==> config.mk <==
export PLATFORM = sky130hd
export DESIGN_NAME = bsg_cam_1r1w_write_manager
export DESIGN_NICKNAME = d
export VERILOG_FILES = /design/src/rtl/bsg_cam_1r1w_write_manager_pkg.sv /design/src/rtl/bsg_cam_1r1w_write_manager_victim_rr.sv /design/src/rtl/bsg_cam_1r1w_write_manager.sv
export SDC_FILE = /design/constraint.sdc
export NUM_CORES = 1
export LEC_CHECK = 0
export BUFFER_PORTS_ARGS = -buffer_cell sky130_fd_sc_hd__buf_4
export CORE_MARGIN = 4
export CORE_UTILIZATION = 49
export CTS_BUF_LIST = sky130_fd_sc_hd__clkbuf_16
export CTS_CLUSTER_DIAMETER = 200
export DETAILED_ROUTE_END_ITERATION = 12
export MAX_ROUTING_LAYER = met4
export PLACE_DENSITY = 0.84
export SYNTH_ARGS = -nofsm -noshare
export SYNTH_HDL_FRONTEND = slang
export SYNTH_SLANG_ARGS = --single-unit
==> constraint.sdc <==
create_clock -name clk -period 2.1 [get_ports clk]
set_input_delay 0.42 -clock clk [delete_from_list [all_inputs] [get_ports clk]]
set_output_delay 0.42 -clock clk [all_outputs]
set_load 0.02 [all_outputs]
==> src/rtl/bsg_cam_1r1w_write_manager_pkg.sv <==
// Shared types for the CAM write manager: request opcodes and controller states.
package bsg_cam_write_manager_pkg;

    typedef enum logic [1:0] {
        e_cam_insert    = 2'd0,
        e_cam_inval_way = 2'd1,
        e_cam_flush     = 2'd2,
        e_cam_nop       = 2'd3
    } bsg_cam_op_e;

    typedef enum logic {
        e_idle  = 1'b0,
        e_flush = 1'b1
    } bsg_cam_wm_state_e;

endpackage

==> src/rtl/bsg_cam_1r1w_write_manager_victim_rr.sv <==
// Round-robin victim pointer: advances on victim inserts, returns to way 0 on clear.
module bsg_cam_victim_rr
    import bsg_cam_write_manager_pkg::*;
#(
    parameter int els_p = 4,
    localparam int lg_els_lp = (els_p > 1) ? $clog2(els_p) : 1
)(
    input  logic                 clk,
    input  logic                 reset,
    input  logic                 advance_i,
    input  logic                 clear_i,
    output logic [lg_els_lp-1:0] idx_o
);

    always_ff @(posedge clk or negedge reset) begin
        if (!reset) begin
            idx_o <= '0;
        end else if (clear_i) begin
            idx_o <= '0;
        end else if (advance_i) begin
            // Explicit wrap so non-power-of-two way counts stay in range
            idx_o <= (idx_o == lg_els_lp'(els_p - 1)) ? '0 : idx_o + lg_els_lp'(1);
        end
    end

endmodule

==> src/rtl/bsg_cam_1r1w_write_manager.sv <==
// Write-side controller for bsg_cam_1r1w_sync_unmanaged: picks a way for inserts
// (empty ways first, round-robin victim otherwise), and sequences invalidates/flushes.
module bsg_cam_1r1w_write_manager
    import bsg_cam_write_manager_pkg::*;
#(
    parameter int els_p        = 4,
    parameter int tag_width_p  = 8,
    parameter int data_width_p = 16,
    localparam int lg_els_lp   = (els_p > 1) ? $clog2(els_p) : 1
)(
    input  logic                    clk,
    input  logic                    reset,
    input  logic                    v_i,
    output logic                    ready_o,
    input  logic [1:0]              op_i,
    input  logic [tag_width_p-1:0]  tag_i,
    input  logic [data_width_p-1:0] data_i,
    input  logic [lg_els_lp-1:0]    way_i,
    input  logic [els_p-1:0]        w_empty_i,
    output logic [els_p-1:0]        w_v_o,
    output logic                    w_set_not_clear_o,
    output logic [tag_width_p-1:0]  w_tag_o,
    output logic [data_width_p-1:0] w_data_o,
    output logic [lg_els_lp-1:0]    way_o,
    output logic                    evict_o
);

    function automatic logic [els_p-1:0] way_one_hot(input logic [lg_els_lp-1:0] idx);
        logic [els_p-1:0] oh;
        oh = '0;
        oh[idx] = 1'b1;
        return oh;
    endfunction

    bsg_cam_wm_state_e    state_r;
    bsg_cam_op_e          op;
    logic [lg_els_lp-1:0] flush_cnt_r;
    logic [els_p-1:0]     pending_r;
    logic [els_p-1:0]     avail;
    logic                 avail_any;
    logic [lg_els_lp-1:0] avail_idx;
    logic [lg_els_lp-1:0] rr_idx;
    logic [lg_els_lp-1:0] ins_idx;
    logic                 accept;
    logic                 flush_last;
    logic                 inval_in_range;
    logic                 rr_advance;
    logic                 rr_clear;

    assign op      = bsg_cam_op_e'(op_i);
    assign ready_o = reset & (state_r == e_idle);
    assign accept  = v_i & ready_o;

    // w_empty_i still shows last cycle's target as empty, so mask it out
    assign avail = w_empty_i & ~pending_r;

    always_comb begin
        avail_any = 1'b0;
        avail_idx = '0;
        for (int i = els_p - 1; i >= 0; i--) begin
            if (avail[i]) begin
                avail_any = 1'b1;
                avail_idx = lg_els_lp'(i);
            end
        end
    end

    assign ins_idx        = avail_any ? avail_idx : rr_idx;
    assign inval_in_range = (int'(way_i) < els_p);
    assign flush_last     = (state_r == e_flush) && (flush_cnt_r == lg_els_lp'(els_p - 1));
    assign rr_advance     = accept && (op == e_cam_insert) && !avail_any;
    assign rr_clear       = flush_last;

    bsg_cam_victim_rr #(
        .els_p(els_p)
    ) u_victim_rr (
        .clk      (clk),
        .reset    (reset),
        .advance_i(rr_advance),
        .clear_i  (rr_clear),
        .idx_o    (rr_idx)
    );

    always_ff @(posedge clk or negedge reset) begin
        if (!reset) begin
            state_r           <= e_idle;
            flush_cnt_r       <= '0;
            pending_r         <= '0;
            w_v_o             <= '0;
            w_set_not_clear_o <= 1'b0;
            w_tag_o           <= '0;
            w_data_o          <= '0;
            way_o             <= '0;
            evict_o           <= 1'b0;
        end else begin
            w_v_o     <= '0;
            evict_o   <= 1'b0;
            pending_r <= '0;
            case (state_r)
                e_idle: begin
                    if (accept) begin
                        case (op)
                            e_cam_insert: begin
                                w_v_o             <= way_one_hot(ins_idx);
                                pending_r         <= way_one_hot(ins_idx);
                                w_set_not_clear_o <= 1'b1;
                                w_tag_o           <= tag_i;
                                w_data_o          <= data_i;
                                way_o             <= ins_idx;
                                evict_o           <= !avail_any && !w_empty_i[rr_idx];
                            end
                            e_cam_inval_way: begin
                                if (inval_in_range) begin
                                    w_v_o             <= way_one_hot(way_i);
                                    pending_r         <= way_one_hot(way_i);
                                    w_set_not_clear_o <= 1'b0;
                                    way_o             <= way_i;
                                end
                            end
                            e_cam_flush: begin
                                state_r     <= e_flush;
                                flush_cnt_r <= '0;
                            end
                            default: ;
                        endcase
                    end
                end
                e_flush: begin
                    w_v_o             <= way_one_hot(flush_cnt_r);
                    w_set_not_clear_o <= 1'b0;
                    way_o             <= flush_cnt_r;
                    flush_cnt_r       <= flush_cnt_r + lg_els_lp'(1);
                    if (flush_last) begin
                        state_r <= e_idle;
                    end
                end
                default: state_r <= e_idle;
            endcase
        end
    end

endmodule

After elaboration in Yosys (flattened, before gate mapping)
Index checks and enable logic that the tools add are counted.
{ "op_classes": {"addsub": 2, "magnitude_cmp": 7, "eq_ne": 7, "mux": 40, "bitwise": 5, "reduce_logical": 14} }
{ "op_table": {"columns": ["cell", "count"], "rows": [
  ["two-way mux 2 bit", 11],
  ["one-hot mux 4 bit (2 select lines)", 2],
  ["two-way mux 1 bit", 15],
  ["< comparator 2 x 3 -> 1 bit, second input constant", 4],
  ["one-hot mux 2 bit (2 select lines)", 3],
  ["two-way mux 4 bit", 2],
  ["logical AND 1 bit", 7],
  ["demux 1 bit (select 2 bit)", 3],
  ["== test 2 bit, second input constant", 3],
  [">= comparator 2 x 1 -> 1 bit, second input constant", 3],
  ["one-hot mux 1 bit (2 select lines)", 3],
  ["adder 2 x 1 -> 2 bit, second input constant", 2],
  ["bitwise AND 4 bit", 1],
  ["inverter 4 bit", 1],
  ["AND reduction 2 bit", 2],
  ["inequality test 3 x 1 -> 1 bit, second input constant", 1],
  ["AND reduction 3 bit", 1],
  ["bitwise AND 1 bit", 2],
  ["binary-select mux 1 bit (select 2 bit)", 1],
  ["== test 2 x 1 -> 1 bit, second input constant", 1],
  ["zero test 1 bit", 2],
  ["zero test 2 bit", 1],
  ["inequality test 2 x 1 -> 1 bit, second input constant", 1],
  ["inequality test 2 bit, second input constant", 1],
  ["other kinds (2)", 2]
]} }
{ "totals": {"regBits": 41, "inputBits": 35, "output_inout_bits": 33, "elab_cells": 85} }

Longest topological paths before layout
Gate-level depths: netlist (run 1).
{ "logic_depth": {"word_depth": 14, "depth_mapped": 6, "depth_no_buf": 4} }

Modules after synthesis
A second synthesis (run 1) with hierarchy kept.
{ "hier_totals": {"cells_unflattened": 198, "area_unflattened_um2": 1899.3} }
{ "modules_own_cells": {"columns": ["module", "n_inst", "cells_per_inst", "area_per_inst_um2", "seq_area_each_um2"], "rows": [
  ["bsg_cam_1r1w_write_manager", 1, 190, 1799.2, 975.9],
  ["bsg_cam_victim_rr", 1, 8, 100.1, 50.0]
]} }

Worst setup path after synthesis (run 1)
OpenSTA, ideal clock, no wires.
{ "synth_path": {"path_kind": "input-to-reg", "from": "in w_empty_i[2]", "to": "reg u_victim_rr.idx_o[0]", "setup_time_ps": 77, "t_arrival_ps": 1718, "required_ps": 2023, "slack_ps": 305, "cell_stages": 5, "path_buffers": 1, "path_cell_list": "nor2b_4 buf_6 or4_4 or4_1 a21oi_1"} }
{ "synth_via": {"elab_chain_len": 7} }
{ "synth_rtl": {"columns": ["element", "line_no", "rtl"], "rows": [
  ["from (decl)", "bsg_cam_1r1w_write_manager.sv:19", "input logic [els_p-1:0] w_empty_i,"],
  ["bitwise AND 4 bit", "bsg_cam_1r1w_write_manager.sv:55", "assign avail = w_empty_i & ~pending_r;"],
  ["two-way mux 1 bit (3 in a row)", "bsg_cam_1r1w_write_manager.sv:61", "if (avail[i]) begin"],
  ["zero test 1 bit", "bsg_cam_1r1w_write_manager.sv:71", "assign rr_advance = accept && (op == e_cam_insert) && !avail_any;"],
  ["logical AND 1 bit", "bsg_cam_1r1w_write_manager.sv:71", null],
  ["nonzero test 2 bit (no source line)", null, null],
  ["to (signal assigned)", "bsg_cam_1r1w_write_manager_victim_rr.sv:22", "idx_o <= (idx_o == lg_els_lp'(els_p - 1)) ? '0 : idx_o + lg_els_lp'(1);"],
  ["to (decl)", "bsg_cam_1r1w_write_manager_victim_rr.sv:12", "output logic [lg_els_lp-1:0] idx_o"]
]} }
No other way between the ends.
A chain may end at the register's enable or synchronous reset.

Final worst setup path (run 1)
{ "layout_path": {"from": "in reset", "to": "reg u_victim_rr.idx_o[0]"} }
{ "layout_via": {"elab_chain_len": 5} }
{ "layout_rtl": {"columns": ["element", "line_no", "rtl"], "rows": [
  ["from (decl)", "bsg_cam_1r1w_write_manager.sv:12", "input logic reset,"],
  ["bitwise AND 1 bit", "bsg_cam_1r1w_write_manager.sv:51", "assign ready_o = reset & (state_r == e_idle);"],
  ["bitwise AND 1 bit", "bsg_cam_1r1w_write_manager.sv:52", "assign accept = v_i & ready_o;"],
  ["logical AND 1 bit (2 in a row)", "bsg_cam_1r1w_write_manager.sv:71", null],
  ["nonzero test 2 bit (no source line)", null, null]
]} }
No other way between the ends.

==> flow_metrics.py, run 1 <==
metrics = {
    "sta": {
        "max_slew_margin_pct": 71.5,
        "max_freq_mhz": 514,
        "fin_crit_ns": 1.95,
        "grt_setup_unrepaired": "false",
        "worst_pin_slew_ns": 0.422,
        "drv_slew": 0,
        "setup_viol": 0,
        "fin_tns_setup_ns": 0,
        "finClkSkew_ns": 0.00233,
        "period_share_pct": 92.6,
        "final_hold_viol_count": 0,
    },
    "grt": {
        "grt_pass1_vias": 1629,
        "antenna_found_initial": 0,
        "grt_first_pass_wirelength_um": 7800,
        "use_met3_pct": 5.18,
        "gr-usage-met2_pct": 34.4,
        "grt_max_degree": 26,
        "grt.overflow.total": 0,
        "use_met1_pct": 24.6,
        "grt_usage_pct": 20.7,
        "busiest_layer": "met2",
    },
    "worst_setup_path": {
        "cp-start-kind": "input pin",
        "critPathMaxFanout": 7,
        "critPathCapture": "u_victim_rr.idx_o[0]$_DFFE_PN0P_",
        "arrival_ns": 2.15,
        "worstPathRequired_ns": 2.31,
        "r2r-end": "u_victim_rr.idx_o[0]$_DFFE_PN0P_",
        "rr_worst_depth": 4,
        "endpoint_kind": "flip-flop",
        "regToRegStartpoint": "pending_r[2]$_DFF_PN0_",
        "startpoint": "reset",
        "critical_path_class": "input pin to flip-flop",
        "rrSetupSlack_ns": 0.45,
    },
    "power_and_ir_drop": {
        "p_total_mw": 3.41,
        "irDropWorstVdd_v": 0.000750,
        "power.density_nw_per_um2": 1280,
        "p_leak_nw": 1.40,
    },
    "routing": {
        "vias": 1725,
        "drc": 0,
        "routedWlPerCell_um": 14.7,
        "routed_wl_um": 4790,
        "first_pass_iters": 4,
        "drtIter0Drc": 131,
        "viasPerCell": 5.29,
        "drtAntennaViolNets": 0,
    },
    "floorplanning": {
        "coreArea_um2": 3690,
        "chipWidth_um": 70.2,
        "row_count": 22,
        "start_util_pct": 51.4,
        "dieHeight_um": 70.2,
        "die_area_um2": 4930,
        "io_pins": 68,
    },
    "clock_tree": {
        "cts_root_buf": "clkbuf_16",
        "insertion_delay_ns": 0.28,
        "numCtsBuffers": 5,
        "post_cts_buffers": 0,
        "cts_sinks": 41,
        "cts.clk_slew.worst_paths_ns": 0.06,
        "cts_tree": "built",
        "cts_buffer_depth": 2,
        "htreeDepth": 2,
    },
    "synthesis": {
        "ys_types": 39,
        "ys_seq_area_share_pct": 54.1,
        "yosys_warnings": 0,
        "syn_inst": 205,
        "synth_seq_cells": 41,
        "syn_avg_cell_area_um2": 9.25,
        "async_flop_share_pct": 100,
        "synth_edf_count": 0,
        "synthFlopType": "dfrtp_1",
        "syn-num-nets": 245,
        "syn-cell-area_um2": 1900,
    },
    "final_layout": {
        "ff_latch_area_um2": 1030,
        "num-nets-final": 318,
        "antenna_cells": 0,
        "fill_cells": 301,
        "drive_gt1_share_pct": 30.9,
        "multi_input_area_um2": 813,
        "area_delta_synth_final_pct": 40.0,
        "final_common_cell": "nand2_1",
        "final_cell_mix": "nand2_1 (80), buf_4 (73), dfrtp_1 (41)",
    },
    "place": {
        "portBuffers": 67,
        "dpl.hpwl_um": 3320,
        "gp_congestion": 0.964,
    },
    "job": {
        "maxCapViolCount": 0,
    },
    "hold_path": {
        "worstHoldPathCells": 3,
        "hold_path.class": "input pin to flip-flop",
    },
    "run_status": {
        "status": "complete, no violations",
    },
}
-- cell usage after synthesis (2+ instances only) --
library cell | number | area (µm²)
nor3_1 | 5 | 25.0
nor2b_1 | 6 | 37.5
nand3_1 | 5 | 25.0
o21ai_0 | 6 | 30.0
inv_1 | 5 | 18.8
dfrtp_1 | 41 | 1030
o211ai_1 | 3 | 22.5
o311ai_1 | 2 | 17.5
nor2_1 | 6 | 22.5
nand2b_1 | 2 | 12.5
a21oi_1 | 5 | 25.0
or3_1 | 2 | 12.5
nand2_1 | 80 | 300
clkbuf_1 | 8 | 30.0
ha_1 | 5 | 62.6
-- power by group --
group | switching [mW] | total, mW | internal, mW
Clock | 0.290 | 0.841 | 0.551
Combinational | 0.742 | 1.31 | 0.567
Sequential | 0.186 | 1.26 | 1.08
Total | 1.22 | 3.41 | 2.19
-- flip-flops by register name, indices dropped and copies added, names as in the netlist --
signal and count:
w_set_not_clear_o 1, way_o 2, w_tag_o 8, state_r 1, pending_r 4, flush_cnt_r 2, u_victim_rr.idx_o 2, w_data_o 16
evict_o 1, w_v_o 4
-- how the worst min path moves through the flow --
stage	startpoint	slack, ns	endpoint
final	data_i[12]	0.33	w_data_o[12]$_DFFE_PN0P_
after floorplan	reset	0.12	evict_o$_DFF_PN0_
after CTS	data_i[12]	0.32	w_data_o[12]$_DFFE_PN0P_
after detailed placement	reset	0.22	way_o[1]$_DFFE_PN0P_
after global routing	data_i[4]	0.33	w_data_o[4]$_DFFE_PN0P_
after global placement	reset	0.22	way_o[1]$_DFFE_PN0P_
-- worst max-delay path, cell delays in order --
cell           delay, ns
dlygate4sd3_1       0.53
buf_4               0.14
nor2b_1             0.18
nand3_1             0.21
or4_1               0.52
a21oi_1             0.15
-- repair_timing --
action / 4_1_cts / 5_1_grt
endpoints found under the hold margin: 1 / 0
gates resized for setup: 0 / 0
hold buffers: 1 / 0
-- per-stage QoR --
stage / utilization [%] / std cells / setup slack, ns / area [µm²] / hold slack, ns
global placement: 67.4 / 318 / 0.221 / 2490 / 0.223
detailed placement: 67.4 / 318 / 0.188 / 2490 / 0.225
finish: 72.0 / 326 / 0.155 / 2660 / 0.328
CTS: 72.0 / 326 / 0.167 / 2660 / 0.322
global route: 72.0 / 326 / 0.0833 / 2660 / 0.326
floorplan: - / 205 / 0.305 / 1900 / 0.124
-- final cells by class --
cell class / instances / share of cell area [%]
sequential: 41 / 38.6
multi-input combinational: 150 / 30.6
timing repair buffer: 75 / 21.8
clock buffer: 5 / 4.71
tap: 48 / 2.26
clock inverter: 2 / 1.32
inverter: 5 / 0.707
-- routing by layer --
layer  share of wire, %  up-vias
met1                 40      828
met4                1.3        0
li1                   -      829
met5                  0        -
met2                 53       62
met3                5.6        6
-- cells by family (layout without fill, tap and decap cells) --
kind of cell             Yosys count  count (layout)  synth area share, %
AO/OA/AOI/OAI                     27              27                 9.76
adder cells (fa/ha/maj)            5               5                 3.30
AND/OR/NAND/NOR                  116             116                 27.8
buffers and inverters             14              87                 3.17
multiplexers                       2               2                 1.91
flip-flops                        41              41                 54.1
No activity file was read; power rests on OpenSTA's default activity.
==> inputs of run 2 (changes only) <==
Settings changed: ABC_AREA set to 1.
==> run 2 against run 1 <==
Against the previous run:
- die area up 0.41%
- critical endpoint is now w_tag_o[1]$_DFFE_PN0P_
- via count down 19%
- highest routed layer unchanged
- critical path depth shrank 1
- largest power group unchanged
- largest cell class unchanged
- sequential cell count unchanged
- sequential share of layout area increased by 0.91 points
==> flow_metrics.py, run 2 <==
metrics = {
    "run_status": {
        "status": "complete, no violations",
    },
    "place": {
        "dpl.hpwl_um": 2960,
        "placed_cell_area_um2": 2460,
        "placed_cells": 288,
        "portBuffers": 67,
        "gp_congestion": 0.887,
    },
    "sta": {
        "max_slew_margin_pct": 66.7,
        "grt_setup_unrepaired": "false",
        "fin_tns_setup_ns": 0,
        "drv_slew": 0,
        "setup_viol": 0,
        "finClkSkew_ns": 0.00407,
        "final_hold_viol_count": 0,
        "worst_pin_slew_ns": 0.500,
        "max_freq_mhz": 666,
        "period_share_pct": 71.5,
        "fin_crit_ns": 1.50,
    },
    "synthesis": {
        "syn_avg_cell_area_um2": 11.0,
        "syn-cell-area_um2": 1910,
        "syn_inst": 174,
        "synth_area_leaders": "dfrtp_1 (54%), mux2_4 (15%), nand2_1 (8.3%), inv_1 (3.9%), ha_1 (3.3%)",
        "synth.top_cells.by_count": "nand2_1 (42), dfrtp_1 (41), inv_1 (20), mux2_4 (19), nor2_1 (9)",
        "ys_types": 23,
        "async_flop_share_pct": 100,
        "yosys_warnings": 0,
        "synth_edf_count": 0,
        "ys_seq_area_share_pct": 53.8,
        "synthFlopType": "dfrtp_1",
        "yosysMostFrequentCell": "nand2_1",
        "synth_top_area_share_pct": 53.8,
        "syn-num-nets": 214,
        "synth_seq_cells": 41,
        "synth_top_cell_by_area": "dfrtp_1",
    },
    "power_and_ir_drop": {
        "irDropWorstVdd_v": 0.000654,
        "power.density_nw_per_um2": 1330,
        "p_leak_nw": 1.47,
    },
    "worst_setup_path": {
        "cp-start-kind": "flip-flop",
        "worstPathRequired_ns": 2.26,
        "endpoint_kind": "flip-flop",
        "crit_family": "simple AND/OR/NAND/NOR gates",
        "critPathMaxFanout": 25,
        "slowest_delay_ns": 0.39,
        "critPathSlowestCell": "mux2_2",
        "arrival_ns": 1.66,
        "crit_path_cell_trace": "nor2_4 > nand2_2 > clkinv_4 > nand2_4 > mux2_2",
        "critical_path_class": "flip-flop to flip-flop",
        "critPathBufInv": 1,
    },
    "routing": {
        "routedWlPerCell_um": 13.3,
        "routed_wl_um": 3920,
        "drtIter0Drc": 56,
        "drtAntennaViolNets": 0,
        "vias": 1395,
        "drc": 0,
        "first_pass_iters": 4,
        "viasPerCell": 4.71,
    },
    "floorplanning": {
        "dieHeight_um": 70.4,
        "start_util_pct": 51.3,
        "io_pins": 68,
        "row_count": 22,
        "chipWidth_um": 70.4,
        "die_area_um2": 4950,
        "coreArea_um2": 3720,
    },
    "grt": {
        "antenna_found_initial": 0,
        "grt_first_pass_wirelength_um": 6130,
        "grt_max_degree": 42,
        "grt_pass1_vias": 1274,
        "grt.overflow.total": 0,
        "grt_usage_pct": 16.2,
    },
    "clock_tree": {
        "cts_sinks": 41,
        "ctsResizeCount": 0,
        "cts_buffer_depth": 2,
        "insertion_delay_ns": 0.27,
        "cts.clk_slew.worst_paths_ns": 0.06,
        "cts_tree": "built",
        "cts_root_buf": "clkbuf_16",
        "post_cts_buffers": 0,
        "htreeDepth": 2,
        "cts_hold_buf": 0,
        "numCtsBuffers": 5,
    },
    "job": {
        "maxCapViolCount": 0,
    },
    "final_layout": {
        "utilization_pct": 69.8,
        "num-nets-final": 287,
        "instances_no_fill": 296,
        "final_common_cell": "buf_4",
        "top_regs": "w_data_o: 16 flops, w_tag_o: 8 flops",
        "drive_gt1_share_pct": 42.7,
        "largest_register_ffs": 16,
        "regMostFlops": "w_data_o",
        "final_cell_area_um2": 2590,
        "final_cell_mix": "buf_4 (69), nand2_1 (42), dfrtp_1 (41)",
        "area_delta_synth_final_pct": 36.2,
        "antenna_cells": 0,
    },
    "hold_path": {
        "hold_path.class": "input pin to async pin",
    },
}
run 2: changes by cell type after synthesis, moves of 3 or more:
cell,change
nand2_1,-38
mux2_4,+19
inv_1,+15
clkbuf_1,-8
nor2b_1,-6
mux2_2,+5
nor3_1,-4
a21oi_1,-3
nand3_1,+3
nor2_1,+3
run 2: power breakdown:
group	internal [mW]	leakage [nW]	total, mW	switching (mW)
combinational	0.727	0.879	1.49	0.759
sequential	1.09	0.515	1.27	0.186
clock	0.430	0.0748	0.701	0.271
total	2.25	1.47	3.46	1.22
run 2: per-layer routing:
layer,track usage [%],share of wire [%]
met1,21.1,44
met2,25.1,47
met3,4.89,7.5
met4,3.83,0.94
met5,-,0
run 2: worst paths after layout:
check                                                      to                     startpoint  slack [ns]  cells past startpoint
worst max-delay path                   w_tag_o[1]$_DFFE_PN0P_              state_r$_DFF_PN0_        0.60                      5
worst min-delay path                   pending_r[1]$_DFF_PN0_                          reset        0.21                      2
worst max register to register         w_tag_o[1]$_DFFE_PN0P_              state_r$_DFF_PN0_        0.60                      5
worst min register to register  w_set_not_clear_o$_DFFE_PN0P_  w_set_not_clear_o$_DFFE_PN0P_        0.49                      2
max in group asynchronous              w_tag_o[1]$_DFFE_PN0P_                          reset        1.54                      2
min in group clk                       w_tag_o[7]$_DFFE_PN0P_                       tag_i[7]        0.37                      2
run 2: cell type report:
cell class	instances	area (µm²)
clock buffers	5	125
multi-input cells	109	768
inverters	21	83.8
clock inverters	3	13.8
repair buffers	69	518
flip-flops and latches	41	1030
well taps	48	60.1
fillers	287	1120
run 2: kinds of logic after synthesis:
| family | share of synthesized area [%] |
|---|---|
| AO/OA/AOI/OAI | 4.20 |
| flip-flops | 53.8 |
| multiplexers | 17.9 |
| buffers and inverters | 5.84 |
| AND/OR/NAND/NOR | 14.9 |
| adder cells (fa/ha/maj) | 3.28 |
run 2: per-stage QoR:
step | total power, mW | hold WS [ns] | setup slack [ns]
floorplan | 2.14 | 0.124 | 0.647
global route | 3.64 | 0.271 | 0.502
global placement | 2.72 | 0.458 | 0.408
finish | 3.46 | 0.214 | 0.599
detailed placement | 2.77 | 0.467 | 0.364
CTS | 3.49 | 0.236 | 0.604
==> inputs of run 3 (changes only) <==
Settings changed: ABC_AREA 1 to 0.
Clock period 2.1 ns to 1.5 ns, I/O delays scaled along.
==> run 3 against run 2 <==
Against the previous run:
- the flow now finishes with violations (negative setup slack)
- via count is 26% higher
- worst hold slack worse by 0.16 ns
- non-clock buffer count is 22 higher
- combinational power is 29% higher
- wire length is 28% higher
- sequential cell count stayed put
- setup slack worse by 0.66 ns
==> flow_metrics.py, run 3 (synthesis results as in run 1) <==
metrics = {
    "final_layout": {
        "area_delta_synth_final_pct": 49.7,
        "regMostFlops": "w_data_o",
        "top_regs": "w_data_o: 16 flops, w_tag_o: 8 flops",
        "instances_no_fill": 343,
        "utilization_pct": 77.0,
        "largest_register_ffs": 16,
        "final_cell_mix": "buf_4 (88), nand2_1 (80), dfrtp_1 (41)",
        "final_common_cell": "buf_4",
        "num-nets-final": 334,
        "fill_cells": 259,
        "antenna_cells": 0,
        "drive_gt1_share_pct": 36.6,
    },
    "worst_setup_path": {
        "rr_worst_depth": 4,
        "regToRegStartpoint": "pending_r[1]$_DFF_PN0_",
        "critical_path_class": "flip-flop to flip-flop",
        "critPathBufInv": 0,
        "crit_path_cell_trace": "nor2b_1 > or4_4 > or4_1 > a21oi_1",
        "endpoint_kind": "flip-flop",
        "worstPathRequired_ns": 1.70,
        "r2r-end": "u_victim_rr.idx_o[0]$_DFFE_PN0P_",
        "slowest_delay_ns": 0.55,
        "critPathMaxFanout": 4,
        "critPathSlowestCell": "or4_4",
        "arrival_ns": 1.77,
        "crit_family": "simple AND/OR/NAND/NOR gates",
        "rrSetupSlack_ns": -0.06,
        "cp-start-kind": "flip-flop",
    },
    "power_and_ir_drop": {
        "power.share.clock_pct": 26.9,
        "netSwitchingFraction_pct": 34.5,
        "switching_power_mw": 1.74,
        "irDropWorstVdd_v": 0.00131,
        "p_comb_share_pct": 38.0,
        "p_leak_nw": 1.49,
        "p_total_mw": 5.05,
        "power.density_nw_per_um2": 1780,
        "internal_power_mw": 3.30,
        "sequentialPowerShare_pct": 35.1,
    },
    "sta": {
        "setup_slack_ns": -0.0620,
        "setup_viol": 2,
        "grt_setup_unrepaired": "true",
        "finClkSkew_ns": 0.00199,
        "max_freq_mhz": 640,
        "fin_crit_ns": 1.56,
        "worst_pin_slew_ns": 0.330,
        "max_slew_margin_pct": 77.7,
        "period_share_pct": 104,
        "final_hold_viol_count": 0,
        "hold_slack_ns": 0.0504,
        "drv_slew": 0,
    },
    "floorplanning": {
        "die_area_um2": 4930,
        "chipWidth_um": 70.2,
        "start_util_pct": 51.4,
        "row_count": 22,
        "io_pins": 68,
        "coreArea_um2": 3690,
        "dieHeight_um": 70.2,
    },
    "grt": {
        "antenna_found_initial": 0,
        "grt_usage_pct": 21.2,
        "grt_first_pass_wirelength_um": 8040,
        "grt.overflow.total": 0,
        "grt_max_degree": 27,
        "grt_pass1_vias": 1740,
    },
    "routing": {
        "first_pass_iters": 4,
        "drc": 0,
        "routed_wl_um": 5020,
        "routedWlPerCell_um": 14.6,
        "drtAntennaViolNets": 0,
        "vias": 1751,
        "viasPerCell": 5.10,
        "drtIter0Drc": 77,
    },
    "clock_tree": {
        "cts_root_buf": "clkbuf_16",
        "numCtsBuffers": 5,
        "insertion_delay_ns": 0.28,
        "cts_buffer_depth": 2,
        "htreeDepth": 2,
        "cts_sinks": 41,
        "cts_tree": "built",
        "cts.clk_slew.worst_paths_ns": 0.06,
    },
    "place": {
        "dp_slack_ns": -0.219,
        "dpl.hpwl_um": 3630,
        "placed_cells": 332,
        "gp_congestion": 0.934,
        "portBuffers": 67,
    },
    "hold_path": {
        "hold_path.class": "input pin to async pin",
    },
    "run_status": {
        "violations": "negative setup slack",
        "status": "finished with violations",
    },
    "job": {
        "maxCapViolCount": 0,
    },
}
run 3: changes by cell type in the layout (fill, tap and decap cells not counted), moves of 3 or more:
cell	previous run	this run
nor2b_1	0	5
mux2_4	19	0
nor3_1	1	4
buf_4	69	88
inv_1	21	5
nand2_1	42	80
mux2_2	5	0
nand3_1	8	4
nor2_1	9	5
a21oi_1	2	5
run 3: stage by stage:
| step | cell area (µm²) | setup TNS (ns) |
|---|---|---|
| 5_1_grt | 2840 | -0.159 |
| 2_1_floorplan | 1910 | -0.118 |
| 3_3_place_gp | 2600 | -0.446 |
| 4_1_cts | 2830 | -0.0859 |
| 3_5_place_dp | 2600 | -0.626 |
| 6_report | 2840 | -0.0863 |
run 3: layout make-up:
type | count | area, µm² | area share [%]
clock buffer | 5 | 125 | 4.41
timing repair buffer | 91 | 701 | 24.7
tap | 48 | 60.1 | 2.11
multi-input combinational | 150 | 845 | 29.7
sequential | 41 | 1030 | 36.1
clock inverter | 3 | 65.1 | 2.29
inverter | 5 | 18.8 | 0.661
run 3: power groups by stage:
stage	Combinational (mW)	Sequential [mW]	Clock, mW
after detailed placement	1.90	1.78	0
final	1.92	1.77	1.36
after floorplan	0.558	2.18	0
after CTS	1.92	1.77	1.37
after global routing	2.06	1.82	1.43
after global placement	1.85	1.76	0
run 3: what timing repair did:
item	in CTS	in global routing
endpoints found under the setup margin	3	4
pin swaps	0	1
buffers inserted	1	0
hold buffers	2	0
resized for setup	2	2
hold endpoints to repair	16	0
run 3: metal layers:
| layer | track usage [%] | up-vias | wire [µm] |
|---|---|---|---|
| met2 | 35.7 | 60 | 2670 |
| met3 | 4.17 | 8 | 297 |
| met5 | - | - | 0 |
| met1 | 24.6 | 821 | 1950 |
| li1 | - | 862 | - |
| met4 | 9.15 | 0 | 98 |
run 3: worst max path at each step:
stage | cells after the start | to | slack, ns | start
after floorplan | 5 | u_victim_rr.idx_o[0]$_DFFE_PN0P_ | -0.11 | w_empty_i[2]
after global routing | 4 | u_victim_rr.idx_o[0]$_DFFE_PN0P_ | -0.1 | pending_r[1]$_DFF_PN0_
after global placement | 5 | u_victim_rr.idx_o[0]$_DFFE_PN0P_ | -0.20 | w_empty_i[1]
final | 4 | u_victim_rr.idx_o[0]$_DFFE_PN0P_ | -0.06 | pending_r[1]$_DFF_PN0_
after CTS | 4 | u_victim_rr.idx_o[0]$_DFFE_PN0P_ | -0.07 | pending_r[1]$_DFF_PN0_
after detailed placement | 5 | u_victim_rr.idx_o[0]$_DFFE_PN0P_ | -0.22 | w_empty_i[1]
